==> src/rtl/tm1638_pkg.sv <==
// tm1638_pkg: shared command codes, data-command bit positions, state encoding and sizes
package tm1638_pkg;
  localparam logic [1:0] CMD_DATA = 2'b01;
  localparam logic [1:0] CMD_DISP = 2'b10;
  localparam logic [1:0] CMD_ADDR = 2'b11;
  localparam int DC_READ_BIT  = 1;
  localparam int DC_FIXED_BIT = 2;
  localparam int RAM_DEPTH    = 16;
  localparam int KEY_W        = 32;
  typedef enum logic [2:0] {S_IDLE, S_CMD, S_WDATA, S_RDATA, S_IGNORE} state_t;
endpackage

==> src/rtl/tm1638_responder_if.sv <==
// tm1638_responder_if: three-wire TM1638 bus as seen between a master and the device
interface tm1638_responder_if;
  logic stb;
  logic sclk;
  logic dio_in;
  logic dio_out;
  logic dio_oe;
  modport master(output stb, sclk, dio_in, input dio_out, dio_oe);
  modport slave(input stb, sclk, dio_in, output dio_out, dio_oe);
endinterface

==> src/rtl/tm1638_pin_sync.sv <==
// tm1638_pin_sync: multi-flop synchroniser for an async pin plus rise/fall detection
module tm1638_pin_sync #(
  parameter int   STAGES  = 2,
  parameter logic RST_VAL = 1'b0
) (
  input  logic clk,
  input  logic rst,
  input  logic pin,
  output logic level,
  output logic rise,
  output logic fall
);
  logic [STAGES-1:0] sync_q, sync_d;
  logic prev_q, prev_d;
  always_comb begin
    sync_d = {sync_q[STAGES-2:0], pin};
    prev_d = sync_q[STAGES-1];
  end
  always_ff @(posedge clk or posedge rst) begin
    if (rst) begin
      sync_q <= {STAGES{RST_VAL}};
      prev_q <= RST_VAL;
    end else begin
      sync_q <= sync_d;
      prev_q <= prev_d;
    end
  end
  assign level = sync_q[STAGES-1];
  assign rise  = level & ~prev_q;
  assign fall  = ~level & prev_q;
endmodule

==> src/rtl/tm1638_responder.sv <==
// tm1638_responder: TM1638 device-side bus model with 16x8 display RAM and key-scan readback
module tm1638_responder
  import tm1638_pkg::*;
#(
  parameter int SYNC_STAGES = 2
) (
  input  logic                 clk,
  input  logic                 rst,
  tm1638_responder_if.slave    bus,
  input  logic [KEY_W-1:0]     keys,
  input  logic [3:0]           disp_addr,
  output logic [7:0]           disp_data,
  output logic                 display_on,
  output logic [2:0]           brightness,
  output logic                 frame_done
);
  logic stb_lvl, stb_rise, stb_fall;
  logic sclk_lvl_unused, sclk_rise, sclk_fall;
  logic dio_lvl, dio_rise_unused, dio_fall_unused;
  tm1638_pin_sync #(.STAGES(SYNC_STAGES), .RST_VAL(1'b1)) u_stb (
    .clk(clk), .rst(rst), .pin(bus.stb), .level(stb_lvl), .rise(stb_rise), .fall(stb_fall));
  tm1638_pin_sync #(.STAGES(SYNC_STAGES), .RST_VAL(1'b1)) u_sclk (
    .clk(clk), .rst(rst), .pin(bus.sclk), .level(sclk_lvl_unused), .rise(sclk_rise), .fall(sclk_fall));
  tm1638_pin_sync #(.STAGES(SYNC_STAGES), .RST_VAL(1'b0)) u_dio (
    .clk(clk), .rst(rst), .pin(bus.dio_in), .level(dio_lvl), .rise(dio_rise_unused), .fall(dio_fall_unused));
  state_t            state_q, state_d;
  logic [2:0]        bit_cnt_q, bit_cnt_d;
  logic [7:0]        shreg_q, shreg_d;
  logic [3:0]        addr_q, addr_d;
  logic              fixed_q, fixed_d;
  logic              stored_q, stored_d;
  logic [KEY_W-1:0]  keys_q, keys_d;
  logic [4:0]        rd_idx_q, rd_idx_d;
  logic              dio_out_q, dio_out_d;
  logic              dio_oe_q, dio_oe_d;
  logic              display_on_q, display_on_d;
  logic [2:0]        brightness_q, brightness_d;
  logic              frame_done_q, frame_done_d;
  logic [7:0]        disp_data_q, disp_data_d;
  logic [7:0]        ram_q [RAM_DEPTH];
  logic [7:0]        ram_d [RAM_DEPTH];
  logic [7:0]        rx_byte;
  logic              byte_done;
  // LSB-first: the bit arriving now lands in the MSB of the completed byte
  assign rx_byte   = {dio_lvl, shreg_q[7:1]};
  assign byte_done = sclk_rise && !stb_lvl && bit_cnt_q == 3'd7;
  always_comb begin
    state_d      = state_q;
    bit_cnt_d    = bit_cnt_q;
    shreg_d      = shreg_q;
    addr_d       = addr_q;
    fixed_d      = fixed_q;
    stored_d     = stored_q;
    keys_d       = keys_q;
    rd_idx_d     = rd_idx_q;
    dio_out_d    = dio_out_q;
    dio_oe_d     = dio_oe_q;
    display_on_d = display_on_q;
    brightness_d = brightness_q;
    frame_done_d = 1'b0;
    ram_d        = ram_q;
    disp_data_d  = ram_q[disp_addr];
    if (stb_rise) begin
      state_d      = S_IDLE;
      dio_out_d    = 1'b0;
      dio_oe_d     = 1'b0;
      frame_done_d = state_q == S_WDATA && stored_q;
    end else if (stb_fall) begin
      state_d   = S_CMD;
      bit_cnt_d = 3'd0;
      stored_d  = 1'b0;
    end else if (!stb_lvl) begin
      if (sclk_rise) begin
        shreg_d   = rx_byte;
        bit_cnt_d = bit_cnt_q + 3'd1;
      end
      if (byte_done && state_q == S_CMD) begin
        state_d = S_IGNORE;
        if (rx_byte[7:6] == CMD_DATA) begin
          fixed_d = rx_byte[DC_FIXED_BIT];
          if (rx_byte[DC_READ_BIT]) begin
            keys_d    = keys;
            rd_idx_d  = 5'd0;
            dio_oe_d  = 1'b1;
            dio_out_d = keys[0];
            state_d   = S_RDATA;
          end
        end else if (rx_byte[7:6] == CMD_DISP) begin
          display_on_d = rx_byte[3];
          brightness_d = rx_byte[2:0];
        end else if (rx_byte[7:6] == CMD_ADDR) begin
          addr_d  = rx_byte[3:0];
          state_d = S_WDATA;
        end
      end
      if (byte_done && state_q == S_WDATA) begin
        ram_d[addr_q] = rx_byte;
        addr_d        = fixed_q ? addr_q : addr_q + 4'd1;
        stored_d      = 1'b1;
      end
      if (sclk_fall && state_q == S_RDATA) begin
        rd_idx_d  = rd_idx_q + 5'd1;
        dio_out_d = rd_idx_q == 5'd31 ? 1'b0 : keys_q[rd_idx_d];
        dio_oe_d  = rd_idx_q != 5'd31;
        state_d   = rd_idx_q == 5'd31 ? S_IGNORE : S_RDATA;
      end
    end
  end
  always_ff @(posedge clk or posedge rst) begin
    if (rst) begin
      state_q      <= S_IDLE;
      bit_cnt_q    <= '0;
      shreg_q      <= '0;
      addr_q       <= '0;
      fixed_q      <= 1'b0;
      stored_q     <= 1'b0;
      keys_q       <= '0;
      rd_idx_q     <= '0;
      dio_out_q    <= 1'b0;
      dio_oe_q     <= 1'b0;
      display_on_q <= 1'b0;
      brightness_q <= '0;
      frame_done_q <= 1'b0;
      disp_data_q  <= '0;
      ram_q        <= '{default: '0};
    end else begin
      state_q      <= state_d;
      bit_cnt_q    <= bit_cnt_d;
      shreg_q      <= shreg_d;
      addr_q       <= addr_d;
      fixed_q      <= fixed_d;
      stored_q     <= stored_d;
      keys_q       <= keys_d;
      rd_idx_q     <= rd_idx_d;
      dio_out_q    <= dio_out_d;
      dio_oe_q     <= dio_oe_d;
      display_on_q <= display_on_d;
      brightness_q <= brightness_d;
      frame_done_q <= frame_done_d;
      disp_data_q  <= disp_data_d;
      ram_q        <= ram_d;
    end
  end
  assign bus.dio_out = dio_out_q;
  assign bus.dio_oe  = dio_oe_q;
  assign disp_data   = disp_data_q;
  assign display_on  = display_on_q;
  assign brightness  = brightness_q;
  assign frame_done  = frame_done_q;
endmodule
==> src/flat_wrapper.sv <==
// flat-port wrapper written by rule: the top's interface ports become plain ports
module tm1638_responder_flat import tm1638_pkg::*;
#(
  parameter int SYNC_STAGES = 2
)
  (clk, rst, keys, disp_addr, disp_data, display_on, brightness, frame_done, bus_stb, bus_sclk, bus_dio_in, bus_dio_out, bus_dio_oe);
  tm1638_responder_if bus_i ();
  input  logic clk;
  input  logic rst;
  input  logic [KEY_W-1:0] keys;
  input  logic [3:0] disp_addr;
  output logic [7:0] disp_data;
  output logic display_on;
  output logic [2:0] brightness;
  output logic frame_done;
  input wire logic [$bits(bus_i.stb)-1:0] bus_stb;
  input wire logic [$bits(bus_i.sclk)-1:0] bus_sclk;
  input wire logic [$bits(bus_i.dio_in)-1:0] bus_dio_in;
  output wire logic [$bits(bus_i.dio_out)-1:0] bus_dio_out;
  output wire logic [$bits(bus_i.dio_oe)-1:0] bus_dio_oe;
  assign bus_i.stb = bus_stb;
  assign bus_i.sclk = bus_sclk;
  assign bus_i.dio_in = bus_dio_in;
  assign bus_dio_out = bus_i.dio_out;
  assign bus_dio_oe = bus_i.dio_oe;
  tm1638_responder #(.SYNC_STAGES(SYNC_STAGES)) u_core (.clk(clk), .rst(rst), .bus(bus_i), .keys(keys), .disp_addr(disp_addr), .disp_data(disp_data), .display_on(display_on), .brightness(brightness), .frame_done(frame_done));
endmodule
==> config.mk <==
export PLATFORM = sky130hd
export DESIGN_NAME = tm1638_responder_flat
export DESIGN_NICKNAME = d
export VERILOG_FILES = /design/src/rtl/tm1638_pkg.sv /design/src/rtl/tm1638_responder_if.sv /design/src/rtl/tm1638_pin_sync.sv /design/src/rtl/tm1638_responder.sv /design/src/flat_wrapper.sv
export SDC_FILE = /design/constraint.sdc
export NUM_CORES = 1
export LEC_CHECK = 0
export CAP_MARGIN = 20
export CORE_ASPECT_RATIO = 1.4
export CORE_MARGIN = 2
export CORE_UTILIZATION = 50
export CTS_CLUSTER_DIAMETER = 120
export DETAILED_ROUTE_END_ITERATION = 12
export MAX_ROUTING_LAYER = met4
export PLACE_DENSITY = 0.74
export SLEW_MARGIN = 5
export SYNTH_ARGS = -nofsm -noshare
export SYNTH_HDL_FRONTEND = slang
export SYNTH_SLANG_ARGS = --single-unit
==> constraint.sdc <==
create_clock -name clk -period 7.5 [get_ports clk]
set_input_delay 1.125 -clock clk [delete_from_list [all_inputs] [get_ports clk]]
set_output_delay 1.125 -clock clk [all_outputs]
set_load 0.1 [all_outputs]
==> results of run 1 <==
[worst max-delay path by stage]
| stage | from | endpoint | cells after the start |
|---|---|---|---|
| 3_3_place_gp | rst | u_core.ram_q[59] | 3 |
| 2_1_floorplan | rst | u_core.addr_q[0] | 1 |
| 3_5_place_dp | rst | u_core.ram_q[51] | 3 |
| 6_report | u_core.u_sclk.sync_q[1] | u_core.ram_q[27] | 5 |
| 5_1_grt | u_core.u_sclk.sync_q[1] | u_core.ram_q[27] | 5 |
| 4_1_cts | u_core.u_sclk.sync_q[1] | u_core.ram_q[27] | 5 |
[per-stage QoR]
step                total power, mW  instance area, um^2  hold slack, ps  util (%)
floorplan                     1.328                 9500           331.2         -
global placement              1.390                10210           334.9     54.90
detailed placement            1.400                10240           341.0     55.04
CTS                           2.422                10930           355.3     58.74
global route                  2.493                10960           363.4     58.89
finish                        2.394                10960           352.6     58.89
[where the power goes]
| part | leakage (nW) | switching [mW] | internal [mW] | total (mW) |
|---|---|---|---|---|
| logic | 1.95 | 0.0788 | 0.0729 | 0.152 |
| clock network | 0.320 | 0.430 | 0.587 | 1.02 |
| registers | 2.78 | 0.0799 | 1.15 | 1.23 |
[routing by layer]
layer | up-vias | routed length, um | track usage (%)
met5 | - | 0 | -
met4 | 0 | 607 | 6.876
li1 | 2376 | - | -
met1 | 2793 | 7759 | 24.88
met2 | 123 | 10090 | 35.89
met3 | 45 | 821 | 3.440
[flip-flops by register name, indices dropped and copies added, names as in the netlist]
signal	cells
u_core.ram_q	128
u_core.keys_q	32
u_core.disp_data	8
u_core.shreg_q	7
u_core.rd_idx_q	5
u_core.addr_q	4
u_core.bit_cnt_q	3
u_core.brightness	3
u_core.state_q	3
u_core.u_dio.sync_q	2
u_core.u_sclk.sync_q	2
u_core.u_stb.sync_q	2
u_core.bus.dio_oe	1
u_core.bus.dio_out	1
u_core.display_on	1
u_core.fixed_q	1
u_core.frame_done	1
u_core.stored_q	1
u_core.u_sclk.prev_q	1
u_core.u_stb.prev_q	1
[cell type report]
cell class | count | area share (%)
Tap cell | 244 | 2.787
Inverter | 8 | 0.3426
Timing Repair Buffer | 60 | 5.688
Multi-Input combinational cell | 359 | 37.55
Clock buffer | 29 | 5.710
Clock inverter | 8 | 0.5710
Sequential cell | 207 | 47.35
[cell usage in the layout (no fill, tap or decap), types with 11 or more instances in the layout]
cell             netlist  final
dfrtp_1              201    201
ha_1                  13     13
nor2_1                11     11
mux4_2                43     43
clkdlybuf4s50_1        0     54
mux2_1                67     67
o21ai_0               15     15
mux2i_1               16     16
nand2_1               11     11
clkbuf_16              0     21
mux2_2               108    108
[cells by family (layout without fill, tap and decap cells)]
logic type / after synthesis / count (layout) / synth area share [%]
XOR/XNOR: 2 / 2 / 0.1844
AND/OR/NAND/NOR: 78 / 78 / 6.361
multiplexers: 236 / 236 / 33.18
buffers and inverters: 45 / 105 / 2.094
adder cells (fa/ha/maj): 13 / 13 / 1.712
AO/OA/AOI/OAI: 30 / 30 / 1.870
flip-flops: 207 / 207 / 54.60
[worst max-delay path, cell delays in order, from the launching register on]
cell	delay, ps
dfstp_2	580
nor3b_2	320
nand3_1	420
nor2_4	730
nand4_2	570
mux2_2	470
==> results.txt, run 1 <==
----------------------------------------------------
[Status]
  Status ... finished, final reports clean

[Critical path]
  Max FO, Critical Path ... 16
  Critical Path RT ... 7880 ps
  Element type at the critical path start ... register
  Crit path arrival time ... 3610 ps
  Launching point of the worst reg2reg path ... u_core.u_sclk.sync_q[1]
  CP endpoint kind ... register
  Endpoint of the most critical register-to-register path ... u_core.ram_q[27]
  Slack of the worst reg-to-reg path ... 4280 ps
  Worst Reg-to-Reg Cells ... 5
  Critical path start-end classification ... register to register

[Global routing]
  Number of antenna violations at the first check in global routing ... 0
  Pin count of the biggest net entering global routing ... 128
  Via count of the first global-routing pass ... 5,909
  Overall routing resource usage ... 20.83%
  First-pass GRT wire length ... 31,740 um
  Remaining Overflow, GRT ... 0

[Placement]
  Cell Count Post-Placement ... 877
  Minimum setup slack after placement ... 4095 ps
  Placed wire-length estimate ... 12,640 um
  IO Port Bufs ... 55
  Final weighted congestion in routability-driven placement ... 0.8416

[Yosys]
  Total standard cell area after synthesis ... 9500 um^2
  Top flip-flop cell by instance count after synthesis ... dfrtp_1
  Synthesized net count ... 665
  Dominant cell type by area after synthesis ... dfrtp_1
  Synthesized instance count ... 611
  Sequential area share after synthesis ... 54.60%
  Async S/R FF share, synth ... 100.0%
  Synthesized area per cell ... 15.55 um^2
  Commonest cells in the synthesized netlist ... 201 x dfrtp_1, 108 x mux2_2, 67 x mux2_1, 43 x mux4_2, 22 x clkbuf_1
  Post-synthesis cell type count ... 43
  Count of flip-flops with a built-in enable after synthesis ... 0
  Synth warn ... 0
  Flip-flop and latch count after synthesis ... 207
  Share of the synthesized area in the top cell type ... 52.94%
  Cell with the most instances after synthesis ... dfrtp_1
  Synth area leaders ... dfrtp_1 53%, mux2_2 13%, mux4_2 10%, mux2_1 7.9%, nand3_4 1.8%

[CTS]
  Number of buffers on the longest clock path ... 3
  Number of CTS-inserted buffers ... 21
  Cell chosen for the clock root ... clkbuf_16
  Clock slew at reported path FFs ... 60 ps
  Max H-tree Level ... 1
  Clock sink count ... 207
  TritonCTS clock tree ... done
  Cts hold-fix bufs ... 0
  CTS resizes ... 0
  Clock latency at the later pin of the worst-skew pair ... 510 ps
  Post-CTS Setup Inserts ... 0

[Power]
  Power per cell area ... 218.6 nW/um^2
  Maximum ir drop on the vdd rail ... 0.2147 mV
  Leakage dissipation ... 5.050 nW

[Floorplanning]
  Core ar. ... 18,600 um^2
  Die Wd ... 120.5 um
  Area of the die ... 20,130 um^2
  Initial core utilization ... 51.07%
  Die height ... 167.1 um
  Total number of placement rows ... 59
  I/O pins ... 56

[Cells and area]
  Fraction of layout instances using a drive strength above 1 ... 32.79%
  Final standard cell count with taps included and fillers excluded ... 915
  Fill count ... 1,473
  Count of inserted antenna diode cells ... 0
  Layout overhead on the synthesized area ... 15.32%
  Area occupied by multi-input gates ... 4114 um^2
  Number of nets at the end of the flow ... 711
  Sequential cell area ... 5187 um^2

[Hold path]
  Worst Hold Launch ... u_core.u_dio.sync_q[0]
  Number of stages on the worst hold path ... 0
  Hold Path Class ... register to register
  Worst Hold End ... u_core.u_dio.sync_q[1]

[Drt]
  Aggregate routed wire length ... 19,280 um
  Total via count in the routed design ... 5,337
  Number of remaining DRC errors ... 0
  Number of iterations in the first detailed-routing pass ... 4
  Average wire per cell in the routed design ... 21.07 um
  Final ANT Viol Nets ... 0
  Detail-routed via count per cell ... 5.833
  Detailed Route Iter0 Violations ... 373

[Timing]
  Setup violators final ... 0
  Highest clock rate ... 310.4 MHz
  Min Clock Period, post-route ... 3222 ps
  Setup TNS ... 0 ps
  Final hold vios ... 0
  Final worst-path cycle share ... 42.96%
  Final Worst Setup Slack ... 4278 ps
  RSZ-0062 raised after global routing ... no
  Slew Viols, Final ... 0
  Worst slew pin tran ... 990.5 ps
  Clk_skew ... 12.39 ps
  Max_slew headroom ... 33.76%

[Flow run]
  MaxCap Viol Count ... 0

----------------------------------------------------
Power figures use the tool's default switching activity.
==> run 2: changes to the inputs <==
--- a/config.mk
+++ b/config.mk
@@ -12,7 +12,7 @@
 export CTS_CLUSTER_DIAMETER = 120
 export DETAILED_ROUTE_END_ITERATION = 12
 export MAX_ROUTING_LAYER = met4
-export PLACE_DENSITY = 0.74
+export PLACE_DENSITY = 0.76
 export SLEW_MARGIN = 5
 export SYNTH_ARGS = -nofsm -noshare
 export SYNTH_HDL_FRONTEND = slang
==> constraint.sdc (replaced) <==
create_clock -name clk -period 2.72 [get_ports clk]
set_input_delay 0.408 -clock clk [delete_from_list [all_inputs] [get_ports clk]]
set_output_delay 0.408 -clock clk [all_outputs]
set_load 0.1 [all_outputs]
==> results.txt, run 2 (synthesis gave the netlist of run 1 again) <==
----------------------------------------------------
[Floorplanning]
  Core ar. ... 18,600 um^2 (unchanged)
  I/O pins ... 56 (unchanged)
  Die height ... 167.1 um (unchanged)
  Total number of placement rows ... 59 (unchanged)
  Initial core utilization ... 51.07% (unchanged)
  Area of the die ... 20,130 um^2 (unchanged)
  Die Wd ... 120.5 um (unchanged)

[Timing]
  Setup violators final ... 0 (unchanged)
  Highest clock rate ... 432.7 MHz (was 310.4 MHz)
  RSZ-0062 raised after global routing ... no (unchanged)
  Clk_skew ... 11.30 ps (was 12.39 ps)
  Final Worst Setup Slack ... 409.0 ps (was 4278 ps)
  Final hold vios ... 0 (unchanged)
  Final worst hold slack ... 329.0 ps (was 352.6 ps)
  Max_slew headroom ... 51.57% (was 33.76%)
  Worst slew pin tran ... 724.9 ps (was 990.5 ps)
  Min Clock Period, post-route ... 2311 ps (was 3222 ps)
  Slew Viols, Final ... 0 (unchanged)
  Final worst-path cycle share ... 84.96% (was 42.96%)

[CTS]
  TritonCTS clock tree ... done (unchanged)
  Clock sink count ... 207 (unchanged)
  Number of buffers on the longest clock path ... 3 (unchanged)
  Cts hold-fix bufs ... 0 (unchanged)
  Post-CTS Setup Inserts ... 0 (unchanged)
  Number of CTS-inserted buffers ... 22 (was 21)
  Clock slew at reported path FFs ... 60 ps (about the same)
  Cell chosen for the clock root ... clkbuf_16 (unchanged)
  CTS resizes ... 0 (unchanged)
  Max H-tree Level ... 1 (unchanged)
  Clock latency at the later pin of the worst-skew pair ... 500 ps (was 510 ps)

[Cells and area]
  Most common cell after layout, fill and taps aside ... dfrtp_1 (unchanged)
  Count of inserted antenna diode cells ... 0 (unchanged)
  Cell area after layout ... 11,060 um^2 (was 10,960 um^2)
  Final standard cell count with taps included and fillers excluded ... 932 (was 915)
  Fraction of layout instances using a drive strength above 1 ... 35.17% (was 32.79%)
  Number of nets at the end of the flow ... 726 (was 711)
  Largest register FFs ... 128 (unchanged)
  Layout overhead on the synthesized area ... 16.38% (was 15.32%)
  Fill count ... 1,443 (was 1,473)
  Biggest register ... u_core.ram_q (unchanged)
  Most frequent cells in the layout ... 201 x dfrtp_1, 108 x mux2_2, 67 x mux2_1 (unchanged)

[Critical path]
  Element type at the critical path start ... register (unchanged)
  Crit path arrival time ... 2730 ps (was 3610 ps)
  Cell type group with the largest total delay on the critical path ... simple AND/OR/NAND/NOR gates (unchanged)
  Critical path start-end classification ... register to register (unchanged)
  Critical Path RT ... 3140 ps (was 7880 ps)
  Delay of the slowest cell on the worst path ... 540 ps (was 730 ps)
  Endpoint of the most critical register-to-register path ... u_core.bus.dio_out (was u_core.ram_q[27])
  Crit-path cells ... ha_1 -> xor2_1 -> mux4_2 -> nor3b_1 -> or4b_1 -> o21ai_1 (was nor3b_2 -> nand3_1 -> nor2_4 -> nand4_2 -> mux2_2)
  CP endpoint kind ... register (unchanged)
  Worst Reg-to-Reg Cells ... 6 (was 5)
  Buf+Inv Stages, Crit Path ... 0 (unchanged)
  Slack of the worst reg-to-reg path ... 410 ps (was 4280 ps)
  Launching point of the worst reg2reg path ... u_core.rd_idx_q[1] (was u_core.u_sclk.sync_q[1])
  Max FO, Critical Path ... 4 (was 16)
  Slowest stage cell on the critical path ... mux4_2 (was nor2_4)

[Global routing]
  Overall routing resource usage ... 20.83% (about the same)
  Via count of the first global-routing pass ... 6,073 (was 5,909)
  First-pass GRT wire length ... 32,250 um (was 31,740 um)
  Pin count of the biggest net entering global routing ... 74 (was 128)
  Remaining Overflow, GRT ... 0 (unchanged)
  Number of antenna violations at the first check in global routing ... 0 (unchanged)

[Drt]
  Detail-routed via count per cell ... 5.796 (was 5.833)
  Final ANT Viol Nets ... 0 (unchanged)
  Number of iterations in the first detailed-routing pass ... 4 (unchanged)
  Total via count in the routed design ... 5,402 (was 5,337)
  Average wire per cell in the routed design ... 20.87 um (was 21.07 um)
  Aggregate routed wire length ... 19,450 um (was 19,280 um)
  Detailed Route Iter0 Violations ... 231 (was 373)
  Number of remaining DRC errors ... 0 (unchanged)

[Placement]
  Final weighted congestion in routability-driven placement ... 0.8232 (was 0.8416)
  Placed wire-length estimate ... 13,460 um (was 12,640 um)
  IO Port Bufs ... 55 (unchanged)
  Placed cell areas ... 10,370 um^2 (was 10,240 um^2)
  Cell Count Post-Placement ... 892 (was 877)
  Minimum setup slack after placement ... 435.4 ps (was 4095 ps)

[Hold path]
  Hold Path Class ... primary input to async pin (was register to register)

[Power]
  Clock share of power ... 42.7% (was 42.4%)
  Maximum ir drop on the vdd rail ... 0.5693 mV (was 0.2147 mV)
  Net switching power of the design ... 1.603 mW (was 0.5885 mW)
  Sw frac ... 24.02% (was 24.58%)
  Power per cell area ... 603.8 nW/um^2 (was 218.6 nW/um^2)
  Proportion of power drawn by flip-flops and latches ... 50.2% (was 51.2%)
  Combinational fraction of design power ... 7.2% (was 6.3%)
  Leakage dissipation ... 5.168 nW (was 5.050 nW)
  Total power draw ... 6.676 mW (was 2.394 mW)
  Internal power summed over all cells ... 5.073 mW (was 1.806 mW)

[Status]
  Status ... finished, final reports clean (unchanged)

[Flow run]
  MaxCap Viol Count ... 0 (unchanged)

----------------------------------------------------
## run 2: cell count changes in the layout (fill, tap and decap cells not counted)
cell | previous run | this run
clkbuf_16 | 21 | 23
clkinvlp_4 | 6 | 1
inv_6 | 1 | 0
clkinv_4 | 1 | 0
buf_12 | 0 | 6
clkdlybuf4s50_1 | 54 | 39
clkbuf_8 | 7 | 5
clkinv_2 | 0 | 1
inv_8 | 1 | 0
clkbuf_1 | 1 | 11
buf_4 | 3 | 28
buf_16 | 2 | 0
## run 2: how the worst max path moves through the flow
stage                  startpoint                  to  slack [ps]  cells past startpoint
3_5_place_dp   u_core.rd_idx_q[1]  u_core.bus.dio_out         440                      6
6_report       u_core.rd_idx_q[1]  u_core.bus.dio_out         410                      6
2_1_floorplan                 rst    u_core.addr_q[0]        -370                      1
5_1_grt        u_core.rd_idx_q[1]  u_core.bus.dio_out         290                      6
4_1_cts        u_core.rd_idx_q[1]  u_core.bus.dio_out         390                      6
3_3_place_gp   u_core.rd_idx_q[1]  u_core.bus.dio_out         540                      6
## run 2: area by class of cell
class                      instances  area (um^2)  share of cell area, %
timing repair buffer              74        725.7                  6.563
clock inverter                     1        5.005                0.04526
sequential                       207         5187                  46.92
multi-input combinational        359         4114                  37.21
inverter                           8        33.78                 0.3055
tap                              244        305.3                  2.761
clock buffer                      39        685.7                  6.201
## run 2: power groups by stage
| stage | clock (mW) | combinational [mW] | sequential (mW) |
|---|---|---|---|
| after detailed placement | 0 | 0.486 | 3.40 |
| after floorplan | 0 | 0.342 | 3.32 |
| after global placement | 0 | 0.474 | 3.39 |
| after global routing | 3.05 | 0.527 | 3.37 |
| after CTS | 2.92 | 0.487 | 3.35 |
| final | 2.85 | 0.477 | 3.35 |
## run 2: layer usage
metal,part of all wire (%),track usage (%),vias to the layer above
li1,-,-,2385
met1,40,25.09,2837
met2,53,35.77,129
met3,3.9,3.168,51
met4,3.4,7.027,0
met5,0,-,-
## run 2: worst reg2reg max path, delay by kind of cell (launching register included)
family | cells | cell delay [ps]
AOI/OAI and AO/OA | 1 | 140
muxes | 1 | 540
and+or+nand+nor | 2 | 630
adders and majority gates | 1 | 250
xor gates and xnor gates | 1 | 270
DFF | 1 | 410
## run 2: per-stage QoR
| step | utilization, % | setup TNS, ps |
|---|---|---|
| floorplan | - | -74240 |
| CTS | 59.44 | 0 |
| global route | 59.44 | 0 |
| finish | 59.44 | 0 |
| global placement | 55.72 | 0 |
| detailed placement | 55.72 | 0 |
